==> src/rtl/mano_pkg.sv <==
// rtl/mano_pkg.sv - shared constants and types for the Mano control-unit datapath blocks
package mano_pkg;

    localparam int MANO_BITS       = 16;
    localparam int MANO_REQUESTERS = 4;

    typedef logic [$clog2(MANO_REQUESTERS)-1:0] req_idx_t;

endpackage

==> src/rtl/RippleCarryIncrementer.sv <==
// rtl/RippleCarryIncrementer.sv - combinational ripple-carry a+1 with carry-out
module RippleCarryIncrementer #(
    parameter int BITS = 16
) (
    input  logic [BITS-1:0] i_a,
    output logic [BITS-1:0] o_sum,
    output logic            o_cout
);

    logic [BITS:0] w_carry;

    assign w_carry[0] = 1'b1;

    for (genvar g = 0; g < BITS; g++) begin : g_bit
        assign o_sum[g]     = i_a[g] ^ w_carry[g];
        assign w_carry[g+1] = i_a[g] & w_carry[g];
    end

    assign o_cout = w_carry[BITS];

endmodule

==> src/rtl/rr_priority_select.sv <==
// rtl/rr_priority_select.sv - combinational round-robin pick starting at a pointer
module rr_priority_select #(
    parameter int N  = 4,
    parameter int IW = $clog2(N)
) (
    input  logic [N-1:0]  i_req,
    input  logic [IW-1:0] i_ptr,
    output logic [N-1:0]  o_onehot,
    output logic [IW-1:0] o_idx,
    output logic          o_any
);

    // First pass covers ptr..N-1, second pass wraps to 0..ptr-1.
    always_comb begin
        o_any = 1'b0;
        o_idx = '0;
        for (int j = 0; j < N; j++) begin
            if (!o_any && i_req[j] && (j >= int'(i_ptr))) begin
                o_any = 1'b1;
                o_idx = IW'(j);
            end
        end
        for (int j = 0; j < N; j++) begin
            if (!o_any && i_req[j]) begin
                o_any = 1'b1;
                o_idx = IW'(j);
            end
        end
        o_onehot = o_any ? (N'(1) << o_idx) : '0;
    end

endmodule

==> src/rtl/incrementer_arbiter.sv <==
// rtl/incrementer_arbiter.sv - round-robin shared incrementer with registered grant/result
module incrementer_arbiter
    import mano_pkg::*;
#(
    parameter int BITS       = MANO_BITS,
    parameter int REQUESTERS = MANO_REQUESTERS
) (
    input  logic                       clk,
    input  logic                       rst_n,
    input  logic                       stall,
    input  logic [REQUESTERS-1:0]      req,
    input  logic [REQUESTERS*BITS-1:0] operand,
    output logic [REQUESTERS-1:0]      grant,
    output logic [BITS-1:0]            result,
    output logic                       c_out,
    output logic                       valid
);

    localparam int IW = $clog2(REQUESTERS);

    logic [REQUESTERS-1:0] r_grant;
    logic [BITS-1:0]       r_result;
    logic                  r_c_out;
    logic                  r_valid;
    logic [IW-1:0]         r_ptr;

    logic [REQUESTERS-1:0] w_eligible;
    logic [REQUESTERS-1:0] w_win_oh;
    logic [IW-1:0]         w_win_idx;
    logic                  w_any;
    logic [BITS-1:0]       w_operand;
    logic [BITS-1:0]       w_sum;
    logic                  w_cout;
    logic [IW-1:0]         w_ptr_nxt;
    logic                  w_take;

    // A client is masked while its own grant is showing, so a late-dropped req is not re-served.
    assign w_eligible = req & ~r_grant;

    rr_priority_select #(
        .N  (REQUESTERS),
        .IW (IW)
    ) u_select (
        .i_req    (w_eligible),
        .i_ptr    (r_ptr),
        .o_onehot (w_win_oh),
        .o_idx    (w_win_idx),
        .o_any    (w_any)
    );

    always_comb begin
        w_operand = '0;
        for (int i = 0; i < REQUESTERS; i++) begin
            if (w_win_idx == IW'(i)) begin
                w_operand = operand[i*BITS +: BITS];
            end
        end
    end

    RippleCarryIncrementer #(
        .BITS (BITS)
    ) u_inc (
        .i_a    (w_operand),
        .o_sum  (w_sum),
        .o_cout (w_cout)
    );

    assign w_ptr_nxt = (w_win_idx == IW'(REQUESTERS-1)) ? '0 : w_win_idx + IW'(1);
    assign w_take    = w_any && !stall;

    always_ff @(posedge clk or negedge rst_n) begin
        if (!rst_n) begin
            r_grant  <= '0;
            r_result <= '0;
            r_c_out  <= 1'b0;
            r_valid  <= 1'b0;
            r_ptr    <= '0;
        end else if (w_take) begin
            r_grant  <= w_win_oh;
            r_result <= w_sum;
            r_c_out  <= w_cout;
            r_valid  <= 1'b1;
            r_ptr    <= w_ptr_nxt;
        end else begin
            r_grant  <= '0;
            r_valid  <= 1'b0;
        end
    end

    assign grant  = r_grant;
    assign result = r_result;
    assign c_out  = r_c_out;
    assign valid  = r_valid;

endmodule

==> config.mk <==
export PLATFORM = sky130hd
export DESIGN_NAME = incrementer_arbiter
export DESIGN_NICKNAME = d
export VERILOG_FILES = /design/src/rtl/mano_pkg.sv /design/src/rtl/RippleCarryIncrementer.sv /design/src/rtl/rr_priority_select.sv /design/src/rtl/incrementer_arbiter.sv
export SDC_FILE = /design/constraint.sdc
export NUM_CORES = 1
export LEC_CHECK = 0
export CORE_UTILIZATION = 37
export CTS_CLUSTER_SIZE = 8
export DETAILED_ROUTE_END_ITERATION = 6
export PLACE_DENSITY = 0.78
export SYNTH_ARGS = -nofsm -noshare
export SYNTH_HDL_FRONTEND = slang
export SYNTH_HIERARCHICAL = 1
export SYNTH_SLANG_ARGS = --single-unit
==> constraint.sdc <==
create_clock -name clk -period 4.9 [get_ports clk]
set_input_delay 0.98 -clock clk [delete_from_list [all_inputs] [get_ports clk]]
set_output_delay 0.98 -clock clk [all_outputs]
set_load 0.03 [all_outputs]
### Word level (Yosys, flattened, before mapping)

Cells that the tools add are included.

* divide/modulo/power cells: 0
* bitwise operators: 33
* magnitude comparators: 3
* equality and inequality tests: 3
* multiply operators: 0
* add/sub/neg operators: 1
* shift operators: 1
* reduce and logical (&&, ||, !) cells: 20
* mux-type cells: 23

Operators by type and width (count)
* 16-bit two-way mux: 4
* 1-bit AND: 15
* 1-bit XOR: 15
* 2-bit two-way mux: 7
* 1-bit logical AND: 11
* 1-bit two-way mux: 10
* 1-bit logical NOT: 8
* 4-bit two-way mux: 2
* 4-bit AND: 1
* 2-bit == test, second input constant: 2
* 1-bit by 2-bit greater-or-equal comparator with 1-bit output, first input constant: 2
* 4-bit NOT: 1
* 1-bit by 2-bit << shifter with 4-bit output, first input constant: 1
* 2-bit by 1-bit adder with 2-bit output, second input constant: 1
* 2-bit by 1-bit == test with 1-bit output, second input constant: 1
* 2-bit greater-or-equal comparator, first input constant: 1
* 2-bit logical NOT: 1
* 1-bit NOT: 1

* flip-flop bits (word level): 24
* output and inout port bits: 22
* bits in latches: 0
* input port bits: 71
* RAM bits: 0
* memory bits (read-only): 0
* memories kept: 0
* logic and storage cells: 89

### Longest topological paths before layout

* word-level depth: 47
* mapped depth: 27

### By module

The synthesis kept the hierarchy.

Modules (own cells, without submodules)
* incrementer_arbiter: sequential area each 600.6 µm², instances 1, area an instance 1448.9 µm², cells each 122
* rr_priority_select: sequential area each 0.0 µm², instances 1, area an instance 201.4 µm², cells each 32
* RippleCarryIncrementer: sequential area each 0.0 µm², instances 1, area an instance 191.4 µm², cells each 16

### Worst setup path after synthesis

Ideal clock, no wire load.

* path kind: input -> register
* from: input req[2]
* to: register r_result[15] (netlist: result[15])
* data arrival time: 5.522 ns
* stages: 25
* path buffers: 1
* setup slack: -0.748 ns
* data required time: 4.775 ns
* cells stage by stage: nor2b_1 clkbuf_2 mux2i_1 nor2_1 a311oi_1 inv_1 ha_1 nor2_1 a21oi_1 ha_1 ha_1 ha_1 ha_1 ha_1 ha_1 ha_1 ha_1 ha_1 ha_1 ha_1 ha_1 ha_1 ha_1 ha_1 mux2_4

* cells in the longest elaborated chain, start to end: 39
* elaborated cells on any way between the ends: 49

RTL lines
* from (decl): line incrementer_arbiter.sv:11 `input logic [REQUESTERS-1:0] req,`
* 4-bit AND *: line incrementer_arbiter.sv:38 `assign w_eligible = req & ~r_grant;`
* 1-bit logical AND (2 in a row): line rr_priority_select.sv:18 `if (!o_any && i_req[j] && (j >= int'(i_ptr))) begin`
* 1-bit two-way mux: line rr_priority_select.sv:18
* 1-bit logical NOT: line rr_priority_select.sv:18
* 1-bit logical AND: line rr_priority_select.sv:18
* 1-bit two-way mux: line rr_priority_select.sv:18
* 1-bit logical NOT: line rr_priority_select.sv:24 `if (!o_any && i_req[j]) begin`
* 1-bit logical AND: line rr_priority_select.sv:24
* (+10 left out)
* via w_win_idx[0]: line incrementer_arbiter.sv:29 `logic [IW-1:0] w_win_idx;`
* 2-bit logical NOT: line incrementer_arbiter.sv:54 `if (w_win_idx == IW'(i)) begin`
* 16-bit two-way mux (3 in a row): line incrementer_arbiter.sv:54
* 16-bit two-way mux *: line incrementer_arbiter.sv:54
* via w_operand[0]: line incrementer_arbiter.sv:31 `logic [BITS-1:0] w_operand;`
* 1-bit AND * (14 in a row): line RippleCarryIncrementer.sv:16 `assign w_carry[g+1] = i_a[g] & w_carry[g];`
* 1-bit XOR *: line RippleCarryIncrementer.sv:15 `assign o_sum[g] = i_a[g] ^ w_carry[g];`
* via w_sum[15]: line incrementer_arbiter.sv:32 `logic [BITS-1:0] w_sum;`
* to (signal assigned): line incrementer_arbiter.sv:80 `r_result <= w_sum;`
* to (decl): line incrementer_arbiter.sv:22 `logic [BITS-1:0] r_result;`

The timed path passes the listed nets; every way through them passes the cells marked *.
A chain may end at the register's enable or synchronous reset.

### Worst setup path after layout

* from: input req[0]
* to: register r_result[15] (netlist: result[15])

* cells in the longest elaborated chain, start to end: 46
* elaborated cells on any way between the ends: 57

RTL lines
* 4-bit AND *: line incrementer_arbiter.sv:38
* via w_eligible[0]: line incrementer_arbiter.sv:27 `logic [REQUESTERS-1:0] w_eligible;`
* 1-bit logical AND: line rr_priority_select.sv:18
* 1-bit two-way mux: line rr_priority_select.sv:18
* 1-bit logical NOT: line rr_priority_select.sv:18
* 1-bit logical AND (2 in a row): line rr_priority_select.sv:18
* 1-bit two-way mux: line rr_priority_select.sv:18
* 1-bit logical NOT: line rr_priority_select.sv:18
* (+18 left out)
* via w_win_idx[0]: line incrementer_arbiter.sv:29
* 2-bit logical NOT: line incrementer_arbiter.sv:54
* 16-bit two-way mux (3 in a row): line incrementer_arbiter.sv:54
* 16-bit two-way mux *: line incrementer_arbiter.sv:54
* via w_operand[0]: line incrementer_arbiter.sv:31
* 1-bit AND * (14 in a row): line RippleCarryIncrementer.sv:16
* 1-bit XOR *: line RippleCarryIncrementer.sv:15
* via w_sum[15]: line incrementer_arbiter.sv:32

Marks and branches as above.

==> reports/summary.txt <==
status -> complete, but fails checks
failing checks -> negative setup slack
library cells used by synthesis -> 35
cts hold-fix bufs -> 0
Finished Layout Cells -> 350
initial antenna violation count -> 0
via count -> 1,813
Crit Path Max Fanout -> 5
Slew @ Worst Pin -> 0.8329 ns
Post-synth top cells -> 24 x dfrtp_1, 20 x a21oi_1, 19 x ha_1, 15 x mux2_4, 15 x o22ai_1
sum of negative setup slack -> -0.03673 ns
fmax -> 202.6 MHz
CP Class -> input pin to flop
first-pass GRT wire length -> 8790 µm
I/O pin total -> 93
Final Power -> 1.920 mW
xor/xnor share of the synthesized area -> 0
max cap viols -> 0
Layout area overhead -> 82.00%
wire per inst -> 16.55 µm
DRT iter0 DRCs -> 33
Slew HR -> 0.4436
worst hold-check path type -> flop to flop
Final Hold Violating Endpoints -> 0
combined flip-flop and latch cell area -> 600.6 µm²
root buf cell -> clkbuf_8
crit path DAT -> 5.09 ns
Synth Area in Adders -> 0.1291
final setup skew -> 0.004914 ns
final slew viol count -> 0
multi-input logic area -> 0.001424 mm²
Avg Cell Area, Syn -> 10.83 µm²
Max VDD drop -> 0.3468 mV
Synth Cell Area -> 0.001842 mm²
fillers -> 375
Cell Pwr Density -> 572.7 mW/mm²
core area -> 0.004755 mm²
PortBufs -> 92
fraction of the mapped netlist area in compound gates -> 0.2235
synthesized instance count -> 170
mux contribution to synthesized area -> 0.1522
vias in the first global route -> 1,892
synth warn -> 6
clock latency on the worst-skew pair -> 0.27 ns
chip width -> 72.56 µm
top_reg_cell synth -> dfrtp_1
n_diodes -> 0
number of instances in the placed design -> 337
GRT Resource Usage Total -> 0.2184
die area -> 0.005264 mm²
Area contributors post-synth -> dfrtp_1 33%, ha_1 13%, mux2_4 12%
leakage power -> 1.379 nW
gpl congestion -> 0.7813
vias per cell -> 5.180
CTS tree -> done
pre-CTS WS -> -0.8096 ns
Final Worst Setup Slack -> -0.03673 ns
post-synthesis sequential area ratio -> 0.3261
largest net degree at the start of global routing -> 25
DRC Markers -> 0
Synth Area in Simple Gates -> 0.08492
CP endpoint kind -> flop
CP required -> 5.05 ns
DP HPWL -> 4160 µm
RSZ-0062 raised after global routing -> true
CTS Buffer Depth -> 2
EDFF count, synth -> 0
Max H-tree Level -> 1
wirelength, routed -> 5792 µm
total CTS buffers -> 3
count leader, synth -> dfrtp_1
asr flop ratio synth -> 1.000
drt first pass iters -> 4
Final #Nets -> 374
Period Utilization, post-route -> 1.007
share of cells above drive strength 1 -> 0.3746
CP startpoint kind -> input pin
Final setup viols -> 1
# rows -> 25
Initial Utilization -> 0.3874
Sink Count -> 24
syn nets -> 260
global route total overflow -> 0
DRT antenna net count -> 0
top-area cell type share of the netlist area -> 0.3261
Worst Hold Slack -> 0.5191 ns
area leader, netlist -> dfrtp_1
Yosys reg bits -> 24
Clk pin slew, worst setup/hold paths -> 0.09 ns
min Tclk post-route -> 4.937 ns
main combinational cell family by area after synthesis -> compound AO/OA/AOI/OAI gates
Die H -> 72.56 µm
per-layer routing:
metal	up-vias	track usage	share of wire
li1	861	-	-
met1	882	0.2680	0.42
met2	66	0.3988	0.51
met3	4	0.03333	0.066
met4	0	0.05447	0.0060
met5	-	0	0
through the flow:
stage                     instance area, µm²  utilization
after CTS                               3286       0.6911
after detailed placement                3089       0.6497
after floorplan                         2058            -
final                                   3352       0.7050
after global placement                  3089       0.6497
after global routing                    3352       0.7050
state kept, by name (all words and copies together) (netlist names):
register and flops:
r_ptr 2, valid 1, grant 4, result 16, c_out 1
timing repair:
item / in CTS / in global routing
gates resized for setup: 34 / 10
setup buffers: 5 / 5
pin swaps: 14 / 10
endpoints found under the setup margin: 5 / 3
layout by cell type (no fill, tap or decap), drive strengths merged:
| master | count |
|---|---|
| a21boi | 1 |
| a21oi | 20 |
| a22o | 1 |
| a22oi | 15 |
| a311oi | 1 |
| a31oi | 1 |
| and2 | 5 |
| and2b | 1 |
| buf | 33 |
| bufinv | 1 |
| clkbuf | 4 |
| clkdlybuf4s50 | 88 |
| dfrtp | 24 |
| ha | 19 |
| inv | 7 |
| mux2 | 19 |
| mux2i | 1 |
| nand2 | 2 |
| nand2b | 1 |
| nand3b | 1 |
| nor2 | 6 |
| nor2b | 6 |
| o21ai | 4 |
| o21bai | 1 |
| o221a | 2 |
| o22ai | 15 |
| o2bb2a | 1 |
| o2bb2ai | 1 |
| or2b | 1 |
| or3b | 1 |
power by group:
part / internal, mW / switching (mW)
logic: 0.720 / 0.677
registers: 0.283 / 0.0646
clock network: 0.109 / 0.0662
cells by family after synthesis:
| family | Yosys count |
|---|---|
| AOI/OAI and AO/OA | 63 |
| adders and majority gates | 19 |
| buffers and inverters | 20 |
| DFF | 24 |
| muxes | 20 |
| and+or+nand+nor | 24 |
cell type report:
cell class                      count  share of cell area
Clock buffer                        3             0.01232
Tap cell                           67             0.02501
Clock inverter                      1            0.008959
Multi-Input combinational cell    126              0.4248
Sequential cell                    24              0.1792
Inverter                            7            0.007839
Timing Repair Buffer              122              0.3419
final timing paths:
path	start	endpoint	slack, ns	cells after the start
hold / removal	result[4]	result[4]	0.52	1
hold reg to reg	result[4]	result[4]	0.52	1
min in group asynchronous	rst_n	result[4]	1.06	2
max in group asynchronous	rst_n	result[12]	3.59	2
setup reg to reg	r_ptr[1]	result[15]	0.29	24
setup / recovery	req[0]	result[15]	-0.04	25
worst max-delay path, stage by stage:
cell and delay, ns:
buf_6 0.09, nor2b_4 0.13, buf_4 0.14, a311oi_2 0.41, inv_2 0.13, ha_4 0.18
nor2b_4 0.14, a22oi_2 0.15, a21oi_2 0.08, ha_2 0.20, ha_4 0.16, ha_4 0.15
ha_4 0.15, ha_4 0.16, ha_4 0.16, ha_4 0.15, ha_4 0.15, ha_4 0.15
ha_4 0.15, ha_4 0.15, ha_4 0.16, ha_4 0.15, ha_4 0.15, ha_4 0.20
mux2_4 0.25
(Power assumes the default switching activity.)
